==> src/rtl/bcd_seq_conv_if.sv <==
// Handshake bundle for the sequential binary-to-BCD converter.
// The producer/consumer side uses master; the converter uses slave.
interface bcd_seq_conv_if #(
    parameter int unsigned BIN_W  = 8,
    parameter int unsigned DIGITS = 3
);
    logic                    in_valid;
    logic                    in_ready;
    logic [BIN_W-1:0]        bin_in;
    logic                    out_valid;
    logic                    out_ready;
    logic [4*DIGITS-1:0]     dec_out;
    logic                    neg;
    logic                    ovf;

    modport master (
        output in_valid, bin_in, out_ready,
        input  in_ready, out_valid, dec_out, neg, ovf
    );

    modport slave (
        input  in_valid, bin_in, out_ready,
        output in_ready, out_valid, dec_out, neg, ovf
    );
endinterface

==> src/rtl/bcd_seq_conv.sv <==
// Sequential double-dabble binary-to-BCD converter, one bit per clock,
// with optional two's-complement input, sticky overflow and valid/ready on both sides.
module bcd_seq_conv #(
    parameter int unsigned BIN_W  = 8,
    parameter int unsigned DIGITS = 3,
    parameter bit          SIGNED = 1'b0
) (
    input  logic          clk,
    input  logic          rst_n,
    bcd_seq_conv_if.slave bus
);
    localparam int unsigned BCD_W = 4 * DIGITS;
    localparam int unsigned CNT_W = $clog2(BIN_W + 1);

    typedef enum logic [1:0] {IDLE, SHIFT, DONE} state_t;

    state_t               r_state;
    logic                 r_in_ready;
    logic                 r_out_valid;
    logic [BIN_W-1:0]     r_bin;
    logic [BCD_W-1:0]     r_bcd;
    logic [CNT_W-1:0]     r_i;
    logic                 r_neg;
    logic                 r_ovf;

    logic                 w_neg;
    logic [BIN_W-1:0]     w_mag;
    logic [BCD_W-1:0]     w_adj;
    logic [BCD_W-1:0]     w_bcd_next;
    logic [BIN_W-1:0]     w_bin_next;
    logic                 w_shift_out;
    logic                 w_last;

    // Magnitude capture: unsigned BIN_W wrap makes the most negative value convert correctly.
    always_comb begin
        w_neg = SIGNED && bus.bin_in[BIN_W-1];
        w_mag = w_neg ? BIN_W'(-bus.bin_in) : bus.bin_in;
    end

    // Per-digit add-3 (mod 16) followed by the combined left shift.
    always_comb begin
        w_adj = r_bcd;
        for (int unsigned d = 0; d < DIGITS; d++) begin
            if (r_bcd[4*d +: 4] >= 4'd5) begin
                w_adj[4*d +: 4] = r_bcd[4*d +: 4] + 4'd3;
            end
        end
        w_shift_out = w_adj[BCD_W-1];
        w_bcd_next  = {w_adj[BCD_W-2:0], r_bin[BIN_W-1]};
        w_bin_next  = {r_bin[BIN_W-2:0], 1'b0};
        w_last      = (r_i == CNT_W'(BIN_W - 1));
    end

    always_ff @(posedge clk or negedge rst_n) begin
        if (!rst_n) begin
            r_state     <= IDLE;
            r_in_ready  <= 1'b1;
            r_out_valid <= 1'b0;
            r_bin       <= '0;
            r_bcd       <= '0;
            r_i         <= '0;
            r_neg       <= 1'b0;
            r_ovf       <= 1'b0;
        end else begin
            case (r_state)
                IDLE: begin
                    if (bus.in_valid) begin
                        r_bin      <= w_mag;
                        r_neg      <= w_neg;
                        r_bcd      <= '0;
                        r_ovf      <= 1'b0;
                        r_i        <= '0;
                        r_in_ready <= 1'b0;
                        r_state    <= SHIFT;
                    end
                end
                SHIFT: begin
                    r_bcd <= w_bcd_next;
                    r_bin <= w_bin_next;
                    r_i   <= r_i + CNT_W'(1);
                    if (w_shift_out) begin
                        r_ovf <= 1'b1;
                    end
                    if (w_last) begin
                        r_out_valid <= 1'b1;
                        r_state     <= DONE;
                    end
                end
                DONE: begin
                    if (bus.out_ready) begin
                        r_out_valid <= 1'b0;
                        r_in_ready  <= 1'b1;
                        r_state     <= IDLE;
                    end
                end
                default: begin
                    r_state <= IDLE;
                end
            endcase
        end
    end

    assign bus.in_ready  = r_in_ready;
    assign bus.out_valid = r_out_valid;
    assign bus.dec_out   = r_bcd;
    assign bus.neg       = r_neg;
    assign bus.ovf       = r_ovf;
endmodule

==> src/flat_wrapper.sv <==
// flat-port wrapper written by rule: the top's interface ports become plain ports
module bcd_seq_conv_flat 
#(
    parameter int unsigned BIN_W  = 8,
    parameter int unsigned DIGITS = 3,
    parameter bit          SIGNED = 1'b0
)
  (clk, rst_n, bus_in_valid, bus_bin_in, bus_out_ready, bus_in_ready, bus_out_valid, bus_dec_out, bus_neg, bus_ovf);
  bcd_seq_conv_if #(.BIN_W(BIN_W), .DIGITS(DIGITS)) bus_i ();
  input  logic clk;
  input  logic rst_n;
  input wire logic [$bits(bus_i.in_valid)-1:0] bus_in_valid;
  input wire logic [$bits(bus_i.bin_in)-1:0] bus_bin_in;
  input wire logic [$bits(bus_i.out_ready)-1:0] bus_out_ready;
  output wire logic [$bits(bus_i.in_ready)-1:0] bus_in_ready;
  output wire logic [$bits(bus_i.out_valid)-1:0] bus_out_valid;
  output wire logic [$bits(bus_i.dec_out)-1:0] bus_dec_out;
  output wire logic [$bits(bus_i.neg)-1:0] bus_neg;
  output wire logic [$bits(bus_i.ovf)-1:0] bus_ovf;
  assign bus_i.in_valid = bus_in_valid;
  assign bus_i.bin_in = bus_bin_in;
  assign bus_i.out_ready = bus_out_ready;
  assign bus_in_ready = bus_i.in_ready;
  assign bus_out_valid = bus_i.out_valid;
  assign bus_dec_out = bus_i.dec_out;
  assign bus_neg = bus_i.neg;
  assign bus_ovf = bus_i.ovf;
  bcd_seq_conv #(.BIN_W(BIN_W), .DIGITS(DIGITS), .SIGNED(SIGNED)) u_core (.clk(clk), .rst_n(rst_n), .bus(bus_i));
endmodule
==> config.mk <==
export PLATFORM = sky130hd
export DESIGN_NAME = bcd_seq_conv_flat
export DESIGN_NICKNAME = d
export VERILOG_FILES = /design/src/rtl/bcd_seq_conv_if.sv /design/src/rtl/bcd_seq_conv.sv /design/src/flat_wrapper.sv
export SDC_FILE = /design/constraint.sdc
export NUM_CORES = 1
export LEC_CHECK = 0
export ABC_AREA = 0
export CAP_MARGIN = 25
export CORE_MARGIN = 2
export CORE_UTILIZATION = 55
export CTS_BUF_LIST = sky130_fd_sc_hd__clkbuf_4 sky130_fd_sc_hd__clkbuf_8 sky130_fd_sc_hd__clkbuf_16
export CTS_CLUSTER_SIZE = 28
export DETAILED_ROUTE_END_ITERATION = 10
export PLACE_DENSITY = 0.84
export SLEW_MARGIN = 20
export SYNTH_ARGS = -nofsm -noshare
export SYNTH_HDL_FRONTEND = slang
export SYNTH_SLANG_ARGS = --single-unit
==> constraint.sdc <==
create_clock -name clk -period 3.6 [get_ports clk]
set_clock_uncertainty 0.2 [all_clocks]
set_input_delay 0.9 -clock clk [delete_from_list [all_inputs] [get_ports clk]]
set_output_delay 0.9 -clock clk [all_outputs]
set_load 0.02 [all_outputs]
==> impl_metrics.xml <==
<?xml version="1.0" encoding="UTF-8"?>
<metrics>
  <group name="synth">
    <metric name="synth_compound_area_share" unit="%">21.2</metric>
    <metric name="post_synth_fa_ha_maj_area_fraction" unit="%">5.95</metric>
    <metric name="yosys.area_share.xor_xnor" unit="%">2.97</metric>
    <metric name="netlist.top_cell.by_area" unit="">dfrtp_1</metric>
    <metric name="synth_top_area_share" unit="%">47.6</metric>
    <metric name="synth.cell_area" unit="µm²">1470</metric>
    <metric name="synth_top_cells_by_area" unit="">dfrtp_1 (48%), ha_1 (5.9%), nand2_1 (5.9%)</metric>
    <metric name="average_cell_area_after_synthesis" unit="µm²">9.50</metric>
    <metric name="yosys_register_bits" unit="">29</metric>
    <metric name="synthesis.instances" unit="">155</metric>
    <metric name="number_of_distinct_library_cells_after_synthesis" unit="">32</metric>
    <metric name="dominant_combinational_cell_family_by_area_after_synthesis" unit="">compound AO/OA/AOI/OAI gates</metric>
    <metric name="synth.yosys.seq_area_share" unit="%">49.4</metric>
    <metric name="synth_mux_area_share" unit="%">0</metric>
    <metric name="synth_warnings" unit="">0</metric>
    <metric name="synthesis.nets" unit="">174</metric>
    <metric name="synth_simple_gate_area_share" unit="%">15.4</metric>
  </group>
  <group name="floorplanning">
    <metric name="dieArea" unit="µm²">3110</metric>
    <metric name="initial_core_util" unit="%">58.9</metric>
    <metric name="floorplan.core_area" unit="µm²">2500</metric>
    <metric name="num_rows" unit="">18</metric>
    <metric name="die_h" unit="µm">55.7</metric>
    <metric name="io_pins" unit="">28</metric>
    <metric name="die_width" unit="µm">55.7</metric>
  </group>
  <group name="final_layout">
    <metric name="areaGrowthSynthToFinish" unit="%">23.4</metric>
    <metric name="nets" unit="">202</metric>
    <metric name="postLayoutCoreUtil" unit="%">72.7</metric>
    <metric name="fillCellCount" unit="">196</metric>
    <metric name="final-seq-area" unit="µm²">727</metric>
    <metric name="multi_input_comb_area" unit="µm²">673</metric>
    <metric name="insertedDiodeCount" unit="">0</metric>
    <metric name="final_layout_size_suffix_gt1_share" unit="%">10.3</metric>
  </group>
  <group name="place">
    <metric name="io_buffer_count" unit="">26</metric>
    <metric name="dp_hpwl" unit="µm">2170</metric>
    <metric name="globalplace.congestion" unit="">0.812</metric>
  </group>
  <group name="worst_hold_path">
    <metric name="hold_depth" unit="">2</metric>
    <metric name="min-delay-path-class" unit="">flop to flop</metric>
  </group>
  <group name="critical_path">
    <metric name="crit_path_start_kind" unit="">flop</metric>
    <metric name="crit_chain" unit="">clkdlybuf4s50_1</metric>
    <metric name="critical_path.endpoint_type" unit="">primary output</metric>
    <metric name="reg2reg_depth" unit="">6</metric>
    <metric name="required" unit="ns">2.50</metric>
    <metric name="critical_path.slowest_cell" unit="">clkdlybuf4s50_1</metric>
    <metric name="worst_path_largest_cell_delay" unit="ns">0.60</metric>
    <metric name="critical_path.n_buffers_inverters" unit="">1</metric>
    <metric name="worst_flop_to_flop_path_endpoint" unit="">u_core.bus.dec_out[5]</metric>
    <metric name="crit_type" unit="">flop to primary output</metric>
    <metric name="crit_fanout" unit="">3</metric>
    <metric name="crit_path_start" unit="">u_core.bus.in_ready</metric>
    <metric name="r2r_setup_slack" unit="ns">1.92</metric>
    <metric name="cpLargestDelayFamily" unit="">buffers and inverters</metric>
    <metric name="crit_path_end" unit="">bus_in_ready</metric>
    <metric name="reg2reg_from" unit="">u_core.bus.dec_out[4]</metric>
    <metric name="arrival" unit="ns">1.48</metric>
    <metric name="cell_depth_of_the_worst_setup_path" unit="">1</metric>
  </group>
  <group name="power">
    <metric name="total_leakage_power" unit="nW">0.778</metric>
    <metric name="post-layout-total-power" unit="mW">1.71</metric>
    <metric name="power.density_cell_area" unit="nW/µm²">940</metric>
    <metric name="peakVddDrop" unit="V">0.000642</metric>
  </group>
  <group name="timing">
    <metric name="fmax" unit="MHz">387</metric>
    <metric name="final_critical_period" unit="ns">2.58</metric>
    <metric name="unrepaired_setup_endpoints_after_global_routing" unit="">no</metric>
    <metric name="slew_headroom" unit="%">62.0</metric>
    <metric name="hold_viol" unit="">0</metric>
    <metric name="worst_slew_pin_slew" unit="ns">0.568</metric>
    <metric name="holdWs" unit="ns">0.290</metric>
    <metric name="fin_crit_sh" unit="%">71.7</metric>
    <metric name="setup_viol" unit="">0</metric>
    <metric name="timing.final.max_slew_violations" unit="">0</metric>
    <metric name="totalNegativeSetupSlack" unit="ns">0</metric>
  </group>
  <group name="cts">
    <metric name="cts_tree" unit="">done</metric>
    <metric name="cts-htree-levels" unit="">2</metric>
    <metric name="clkSlewWorstSetupHoldPaths" unit="ns">0.09</metric>
    <metric name="numClockSinks" unit="">29</metric>
    <metric name="numCtsBuffers" unit="">5</metric>
    <metric name="clock_tree_root_buffer_cell" unit="">clkbuf_4</metric>
    <metric name="max-clock-path-buffers" unit="">2</metric>
    <metric name="post_cts_hold_buffer_count" unit="">0</metric>
    <metric name="worst_skew_pair.late_latency" unit="ns">0.33</metric>
    <metric name="cells_resized_by_post_cts_repair" unit="">0</metric>
    <metric name="post-cts-setup-buffer-count" unit="">0</metric>
  </group>
  <group name="grt">
    <metric name="first_global_vias" unit="">1149</metric>
    <metric name="grt_pass1_wl" unit="µm">5200</metric>
    <metric name="grt_use_total" unit="%">21.4</metric>
    <metric name="grt_start_max_net_pins" unit="">25</metric>
    <metric name="antenna_found_initial" unit="">0</metric>
    <metric name="grt_overflow_total" unit="">0</metric>
  </group>
  <group name="routing">
    <metric name="routedWlPerCell" unit="µm">13.8</metric>
    <metric name="dr_pass1_iterations" unit="">6</metric>
    <metric name="vias_per_cell" unit="">5.69</metric>
    <metric name="dr.first_iter.drc_count" unit="">38</metric>
    <metric name="via_count" unit="">1217</metric>
    <metric name="drt_wl_total" unit="µm">2960</metric>
    <metric name="postRouteAntennaNets" unit="">0</metric>
    <metric name="drt_drc_violations_left" unit="">0</metric>
  </group>
  <group name="job">
    <metric name="number_of_violations_of_the_max_capacitance_limit" unit="">0</metric>
  </group>
  <group name="outcome">
    <metric name="run_status" unit="">completed</metric>
  </group>
</metrics>
## stage by stage
stage / worst slack (ns) / instance area [µm²] / instances
global route: 0.962 / 1820 / 214
floorplan: 1.87 / 1470 / 155
finish: 1.02 / 1820 / 214
detailed placement: 1.16 / 1750 / 206
global placement: 1.25 / 1750 / 206
CTS: 1.01 / 1820 / 214
## cell families (layout without fill, tap and decap cells)
| logic type | count (synthesis) | count (layout) |
|---|---|---|
| fa+ha+maj | 7 | 7 |
| flops | 29 | 29 |
| xor+xnor | 5 | 5 |
| other cells | 1 | 1 |
| simple gates | 48 | 48 |
| buf+inv | 16 | 45 |
| compound gates | 49 | 49 |
## layer usage
metal	routed length, µm	vias to the layer above	part of all wire [%]	track usage, %
met2	1450	35	49	34.7
met4	13	0	0.44	6.27
met5	0	-	0	0
li1	-	593	-	-
met3	169	2	5.7	7.67
met1	1330	587	45	26.9
## layout by cell type (no fill, tap or decap), drive strengths merged, types with 2 or more instances in the layout
| cell | netlist | layout |
|---|---|---|
| a21oi | 9 | 9 |
| a22o | 2 | 2 |
| a22oi | 7 | 7 |
| buf | 6 | 2 |
| clkbuf | 1 | 7 |
| clkdlybuf4s50 | 0 | 26 |
| dfrtp | 28 | 28 |
| ha | 7 | 7 |
| inv | 9 | 9 |
| nand2 | 23 | 23 |
| nand2b | 4 | 4 |
| nand3 | 7 | 7 |
| nor2 | 5 | 5 |
| nor2b | 3 | 3 |
| nor3 | 5 | 5 |
| o21ai | 22 | 22 |
| o311ai | 3 | 3 |
| o31ai | 3 | 3 |
| xnor2 | 3 | 3 |
| xor2 | 2 | 2 |
## layout make-up
cell class	instances	share of cell area, %
inverter	9	1.86
tap	30	2.07
sequential	29	40.0
clock inverter	1	0.275
clock buffer	7	3.58
timing repair buffer	28	15.2
multi-input combinational	110	37.1
## cells in the mapped netlist
master / number
conb_1: 1
a32o_1: 1
clkbuf_1: 1
nand2b_2: 1
o21ai_1: 9
nor2_1: 4
ha_1: 7
a21oi_2: 2
nor3_1: 5
nor2_4: 1
xnor2_1: 3
a21oi_1: 7
nand2_1: 23
nand2b_1: 3
buf_4: 2
o21ai_2: 1
xor2_1: 2
o31ai_1: 3
a22o_1: 2
inv_2: 2
o21ai_0: 12
inv_1: 7
a21bo_2: 1
buf_2: 4
o311ai_1: 3
o22ai_1: 1
dfrtp_1: 28
nor2b_1: 3
dfstp_2: 1
nor3b_1: 1
nand3_1: 7
a22oi_1: 7
## worst min-delay path by stage
stage / startpoint / endpoint / slack, ns
floorplan: u_core.r_bin[2] / u_core.r_bin[2] / 0.25
global placement: u_core.r_bin[2] / u_core.r_bin[2] / 0.27
detailed placement: u_core.r_bin[3] / u_core.r_bin[3] / 0.28
CTS: u_core.r_bin[3] / u_core.r_bin[3] / 0.30
global route: u_core.r_i[2] / u_core.r_i[2] / 0.34
finish: u_core.r_bin[3] / u_core.r_bin[3] / 0.29
## state kept, by name, summed over array words and instances, names as in the netlist
name	cells
u_core.r_bin	8
u_core.r_state	2
u_core.bus.in_ready	1
u_core.bus.ovf	1
u_core.bus.out_valid	1
u_core.r_i	4
u_core.bus.dec_out	12
## report_power, final
group	internal, mW	leakage, nW	total (mW)	switching (mW)
registers	0.471	0.368	0.636	0.164
logic	0.388	0.369	0.847	0.458
clock network	0.113	0.0413	0.225	0.112
total	0.973	0.778	1.71	0.735
Note: power is estimated with default switching activity, not from simulation.
